===== src/rtl/mdio_pkg.sv =====
// Shared types and constants for the MDIO access arbiter and its requesters.
// Field widths follow the clause-22 MDIO frame: 5-bit PHY/register address, 16-bit data.
package mdio_pkg;

  localparam int PHY_W  = 5;
  localparam int REG_W  = 5;
  localparam int DATA_W = 16;

  localparam logic [DATA_W-1:0] ERR_RDATA       = 16'hFFFF;
  localparam logic [REG_W-1:0]  PAGE_REG        = 5'd22;
  localparam logic [REG_W-1:0]  COPPER_CTRL_REG = 5'd24;

  typedef enum logic [2:0] {
    ST_IDLE     = 3'd0,
    ST_ISSUE    = 3'd1,
    ST_WAIT_RSP = 3'd2,
    ST_RESP     = 3'd3,
    ST_LOCKED   = 3'd4
  } state_e;

  typedef struct packed {
    logic              write;
    logic [PHY_W-1:0]  phy;
    logic [REG_W-1:0]  reg_addr;
    logic [DATA_W-1:0] wdata;
  } cmd_t;

  // Round-robin successor of a requester index.
  function automatic int next_idx(input int idx, input int n);
    return (idx + 1 == n) ? 0 : idx + 1;
  endfunction

endpackage


===== src/rtl/mdio_rr_arb.sv =====
// Round-robin pick: first set request at or after ptr, wrapping. Purely combinational.
// No state and no backpressure; the caller decides when the grant is consumed.
module mdio_rr_arb #(
  parameter int NREQ = 4
) (
  input  logic [NREQ-1:0]         req,
  input  logic [$clog2(NREQ)-1:0] ptr,
  output logic [NREQ-1:0]         grant,
  output logic [$clog2(NREQ)-1:0] idx,
  output logic                    any
);

  localparam int IDXW = $clog2(NREQ);

  always_comb begin
    grant = '0;
    idx   = '0;
    any   = 1'b0;
    for (int i = 0; i < NREQ; i++) begin
      if (!any && req[(int'(ptr) + i) % NREQ]) begin
        any = 1'b1;
        idx = IDXW'((int'(ptr) + i) % NREQ);
      end
    end
    if (any) grant[idx] = 1'b1;
  end

endmodule


===== src/rtl/mdio_access_arbiter.sv =====
// Shares one MDIO master among NREQ requesters: accept -> command next cycle, response one cycle after m_rsp_valid.
// Requesters hold req_valid until req_ready; the command is held until m_cmd_ready; a dead PHY times out after TIMEOUT cycles.
module mdio_access_arbiter
  import mdio_pkg::*;
#(
  parameter int NREQ    = 4,
  parameter int TIMEOUT = 1023
) (
  input  logic                    clk,
  input  logic                    rstf,
  input  logic [NREQ-1:0]         req_valid,
  output logic [NREQ-1:0]         req_ready,
  input  logic [NREQ-1:0]         req_write,
  input  logic [NREQ-1:0]         req_lock,
  input  logic [NREQ*PHY_W-1:0]   req_phy,
  input  logic [NREQ*REG_W-1:0]   req_reg,
  input  logic [NREQ*DATA_W-1:0]  req_wdata,
  output logic [NREQ-1:0]         rsp_valid,
  output logic [DATA_W-1:0]       rsp_rdata,
  output logic                    rsp_err,
  output logic                    m_cmd_valid,
  input  logic                    m_cmd_ready,
  output logic                    m_cmd_write,
  output logic [PHY_W-1:0]        m_cmd_phy,
  output logic [REG_W-1:0]        m_cmd_reg,
  output logic [DATA_W-1:0]       m_cmd_wdata,
  input  logic                    m_rsp_valid,
  input  logic [DATA_W-1:0]       m_rsp_rdata
);

  localparam int IDXW  = $clog2(NREQ);
  localparam int CNT_W = $clog2(TIMEOUT + 1);
  localparam logic [CNT_W-1:0] CNT_MAX = CNT_W'(TIMEOUT);

  state_e             state_q;
  logic [IDXW-1:0]    ptr_q, owner_q, sel_idx, arb_idx;
  logic [NREQ-1:0]    arb_grant;
  logic               arb_any, acc_vld, lock_q, err_q;
  logic [CNT_W-1:0]   cnt_q;
  logic [DATA_W-1:0]  rdata_q;
  cmd_t               cmd_q, sel_cmd;

  mdio_rr_arb #(.NREQ(NREQ)) u_arb (
    .req   (req_valid),
    .ptr   (ptr_q),
    .grant (arb_grant),
    .idx   (arb_idx),
    .any   (arb_any)
  );

  // While locked only the owner may be accepted; acceptance is masked during reset.
  always_comb begin
    acc_vld   = 1'b0;
    sel_idx   = arb_idx;
    req_ready = '0;
    if (rstf) begin
      if (state_q == ST_IDLE) begin
        acc_vld   = arb_any;
        req_ready = arb_grant;
      end else if (state_q == ST_LOCKED) begin
        sel_idx            = owner_q;
        acc_vld            = req_valid[owner_q];
        req_ready[owner_q] = req_valid[owner_q];
      end
    end
    sel_cmd.write    = req_write[sel_idx];
    sel_cmd.phy      = req_phy[int'(sel_idx)*PHY_W +: PHY_W];
    sel_cmd.reg_addr = req_reg[int'(sel_idx)*REG_W +: REG_W];
    sel_cmd.wdata    = req_wdata[int'(sel_idx)*DATA_W +: DATA_W];
  end

  always_ff @(posedge clk or negedge rstf) begin
    if (!rstf) begin
      state_q <= ST_IDLE;
      ptr_q   <= '0;
      owner_q <= '0;
      cmd_q   <= '0;
      lock_q  <= 1'b0;
      cnt_q   <= '0;
      rdata_q <= '0;
      err_q   <= 1'b0;
    end else begin
      case (state_q)
        ST_IDLE, ST_LOCKED: begin
          if (acc_vld) begin
            owner_q <= sel_idx;
            cmd_q   <= sel_cmd;
            lock_q  <= req_lock[sel_idx];
            state_q <= ST_ISSUE;
          end else if (state_q == ST_LOCKED) begin
            // Owner went quiet: release the lock so others are not starved.
            if (cnt_q == CNT_MAX) begin
              ptr_q   <= IDXW'(next_idx(int'(owner_q), NREQ));
              cnt_q   <= '0;
              state_q <= ST_IDLE;
            end else begin
              cnt_q <= cnt_q + 1'b1;
            end
          end
        end
        ST_ISSUE: begin
          if (m_cmd_ready) begin
            cnt_q   <= '0;
            state_q <= ST_WAIT_RSP;
          end
        end
        ST_WAIT_RSP: begin
          if (m_rsp_valid) begin
            rdata_q <= m_rsp_rdata;
            err_q   <= 1'b0;
            state_q <= ST_RESP;
          end else if (cnt_q == CNT_MAX) begin
            rdata_q <= ERR_RDATA;
            err_q   <= 1'b1;
            state_q <= ST_RESP;
          end else begin
            cnt_q <= cnt_q + 1'b1;
          end
        end
        ST_RESP: begin
          if (lock_q) begin
            cnt_q   <= '0;
            state_q <= ST_LOCKED;
          end else begin
            ptr_q   <= IDXW'(next_idx(int'(owner_q), NREQ));
            state_q <= ST_IDLE;
          end
        end
        default: state_q <= ST_IDLE;
      endcase
    end
  end

  always_comb begin
    m_cmd_valid = 1'b0;
    m_cmd_write = 1'b0;
    m_cmd_phy   = '0;
    m_cmd_reg   = '0;
    m_cmd_wdata = '0;
    rsp_valid   = '0;
    rsp_rdata   = '0;
    rsp_err     = 1'b0;
    if (state_q == ST_ISSUE) begin
      m_cmd_valid = 1'b1;
      m_cmd_write = cmd_q.write;
      m_cmd_phy   = cmd_q.phy;
      m_cmd_reg   = cmd_q.reg_addr;
      m_cmd_wdata = cmd_q.wdata;
    end
    if (state_q == ST_RESP) begin
      rsp_valid[owner_q] = 1'b1;
      rsp_rdata          = rdata_q;
      rsp_err            = err_q;
    end
  end

endmodule


===== config.mk =====
export PLATFORM = sky130hd
export DESIGN_NAME = mdio_access_arbiter
export DESIGN_NICKNAME = d
export VERILOG_FILES = /design/src/rtl/mdio_pkg.sv /design/src/rtl/mdio_rr_arb.sv /design/src/rtl/mdio_access_arbiter.sv
export SDC_FILE = /design/constraint.sdc
export NUM_CORES = 1
export LEC_CHECK = 0
export CAP_MARGIN = 25
export CORE_AREA = 2 2 99 101
export DETAILED_ROUTE_END_ITERATION = 7
export DIE_AREA = 0 0 101 103
export GPL_ROUTABILITY_DRIVEN = 0
export HOLD_SLACK_MARGIN = 0.15
export PLACE_DENSITY_LB_ADDON = 0.2
export SETUP_SLACK_MARGIN = 0.2
export SLEW_MARGIN = 20
export SYNTH_ARGS = -nofsm -noshare
export SYNTH_HDL_FRONTEND = slang
export SYNTH_SLANG_ARGS = --single-unit

===== constraint.sdc =====
create_clock -name clk -period 6.63 [get_ports clk]
set_clock_uncertainty 0.2 [all_clocks]
set_input_delay 0.663 -clock clk [delete_from_list [all_inputs] [get_ports clk]]
set_output_delay 0.663 -clock clk [all_outputs]
set_load 0.03 [all_outputs]

==> results.py <==
metrics = {
    "pwr": {
        "ir_drop_mv": 0.198,
        "leakage_nw": 2.54,
        "power-per-cell-area_nw_per_um2": 401,
        "finalPower_mw": 2.56,
    },
    "sta": {
        "holdWs_ns": 0.287,
        "rsz0062_at_grt": "no",
        "relSlewSlack_pct": 35.1,
        "final-hold-violation-count": 0,
        "setup_tns_ns": 0,
        "finalSetupViolations": 0,
        "finalWorstSetupSlack_ns": 2.69,
        "slew_viol_final": 0,
        "fin_crit_ns": 3.94,
        "worstMarginPinSlew_ns": 0.973,
        "fin_crit_sh_pct": 59.5,
        "fmax_mhz": 254,
    },
    "clock_network": {
        "cts_tree": "done",
        "postCtsSetupBuffers": 0,
        "worst_skew_pair.late_latency_ns": 0.35,
        "cts_resized": 0,
        "clock_path_buffers": 2,
        "cts-root-buf": "clkbuf_8",
        "cts_num_sinks": 62,
        "numCtsBuffers": 9,
        "cts_hold_buffers": 0,
        "clkTransAtPathRegs_ns": 0.09,
        "cts.htree.levels": 3,
    },
    "floorplanning": {
        "die_x_um": 101,
        "dieHeight_um": 103,
        "num_rows": 36,
        "ios": 189,
        "dieArea_um2": 10400,
        "initial_core_util_pct": 44.5,
        "core_um2": 9460,
    },
    "global_routing": {
        "grt_start_max_net_pins": 67,
        "gr-total-overflow": 0,
        "grt_pass1_wl_um": 22900,
        "antenna_found_initial": 0,
        "grt_pass1_vias": 4520,
        "grtUsageTotal_pct": 27.7,
    },
    "worst_setup_path": {
        "cp-end-kind": "primary output",
        "required_ns": 5.77,
        "arrival_ns": 3.08,
        "cp_max_fo": 32,
        "crit_type": "primary input to primary output",
        "regToRegSetupSlack_ns": 3.38,
        "startpoint_type": "primary input",
    },
    "place": {
        "pre_cts_ws_ns": 2.75,
        "dp.cells": 767,
        "portBuffers": 188,
        "dpl.hpwl_um": 10100,
    },
    "yosys": {
        "synth-main-ff-cell": "dfrtp_1",
        "syn-num-nets": 641,
        "yosys_register_bits": 62,
        "synthCells": 500,
        "yosys.area.top_type": "dfrtp_1",
        "yosys_warnings": 0,
        "yosysUniqueCellTypes": 45,
        "synth_area_leaders": "dfrtp_1, a311oi_1, a2111oi_0",
        "synth_top_area_share_pct": 36.8,
        "syn_area_um2": 4210,
        "synth_area_per_cell_um2": 8.43,
        "async_flop_share_pct": 100,
        "yosysSeqAreaShare_pct": 36.8,
        "synth-edff-count": 0,
    },
    "finish": {
        "drive_gt1_share_pct": 6.11,
        "fin_cells": 785,
        "diodes": 0,
        "nets": 807,
        "area_growth_pct": 51.5,
    },
    "run_status": {
        "status": "completed",
    },
    "drt": {
        "vias_per_cell": 5.98,
        "drt-initial-drc-count": 345,
        "drt-total-wl_um": 14700,
        "drc": 0,
        "wl_per_cell_um": 18.7,
        "ant_nets": 0,
        "drt_first_pass_iters": 5,
        "via_count": 4691,
    },
    "min_path": {
        "min_path_type": "flop to flop",
    },
    "job": {
        "cap_viol_max_count": 0,
    },
}
==> cells in the final DEF (no fill, tap or decap), drive strengths merged, types with 2 or more instances in the layout <==
cell type,Yosys,layout
nand3,10,10
clkinvlp,0,2
o22a,17,17
o41ai,3,3
buf,7,13
a311oi,55,55
nand2,65,65
o31a,2,2
and2,31,31
clkdlybuf4s50,0,187
nor3,3,3
mux2i,2,2
nand2b,5,5
a2111oi,28,28
o21ai,7,7
nor2b,13,13
inv,31,34
o21bai,2,2
a21oi,11,11
dfrtp,62,62
and3,22,22
or3,2,2
or2,2,2
o31ai,13,13
nor2,42,42
ha,5,5
a211oi,2,2
nand4,3,3
a31o,2,2
mux2,4,4
clkbuf,38,9
==> logic make-up (layout without fill, tap and decap cells) <==
logic type	after synthesis	count (layout)	synth area share, %
multiplexers	7	7	2.08
flip-flops	62	62	36.8
buffers and inverters	76	247	7.13
AND/OR/NAND/NOR	201	201	23.3
adder cells (fa/ha/maj)	5	5	1.49
AO/OA/AOI/OAI	149	149	29.1
==> registers in the layout, indices dropped and copies added, names as in the netlist <==
| signal | flops |
|---|---|
| cmd_q | 27 |
| rdata_q | 16 |
| cnt_q | 10 |
| state_q | 3 |
| owner_q | 2 |
| ptr_q | 2 |
| err_q | 1 |
| lock_q | 1 |
==> final cells by class <==
| class | instances | area [µm²] |
|---|---|---|
| fillers | 774 | 3080 |
| multi-input cells | 362 | 2380 |
| repair buffers | 200 | 1980 |
| flip-flops and latches | 62 | 1550 |
| well taps | 114 | 143 |
| clock buffers | 9 | 124 |
| inverters | 31 | 116 |
| clock inverters | 7 | 80.1 |
==> report_power, final <==
part | internal [mW] | leakage [nW] | switching, mW
logic | 0.623 | 1.72 | 0.884
registers | 0.555 | 0.725 | 0.145
clock network | 0.178 | 0.0968 | 0.174
==> layer usage <==
metal,GRT usage (%),share of wire [%]
met5,0,0
met4,8.32,2.2
met3,5.69,7.5
met2,43.6,47
met1,38.8,43
==> path summary, 6_finish.rpt <==
kind	cells past startpoint	startpoint	to
min reg2reg	1	rdata_q[2]	rdata_q[2]
max in group asynchronous	2	rstf	owner_q[0]
min	1	rdata_q[2]	rdata_q[2]
min in group asynchronous	2	rstf	cmd_q[2]
max reg2reg	6	state_q[0]	cmd_q[25]
max	8	req_valid[3]	req_ready[3]
==> cells in the mapped netlist (all sizes together), types with 4 or more instances <==
cell and instances:
nand2 65, dfrtp 62, a311oi 55, nor2 42, clkbuf 38, and2 31
inv 31, a2111oi 28, and3 22, o22a 17, nor2b 13, o31ai 13
a21oi 11, nand3 10, buf 7, o21ai 7, ha 5, nand2b 5
mux2 4
==> critical path, cell delays in order <==
cell,delay (ns)
clkdlybuf4s50_1,0.58
nor2b_1,0.10
o21ai_2,0.13
buf_4,0.34
o211a_1,0.28
nand3_1,0.10
a21oi_1,0.20
clkdlybuf4s50_1,0.70
==> through the flow <==
stage / instance area (µm²) / util (%)
global route: 6380 / 67.5
global placement: 6140 / 64.9
floorplan: 4210 / -
finish: 6380 / 67.5
CTS: 6350 / 67.1
detailed placement: 6140 / 64.9
No activity file was read; power rests on OpenSTA's default activity.
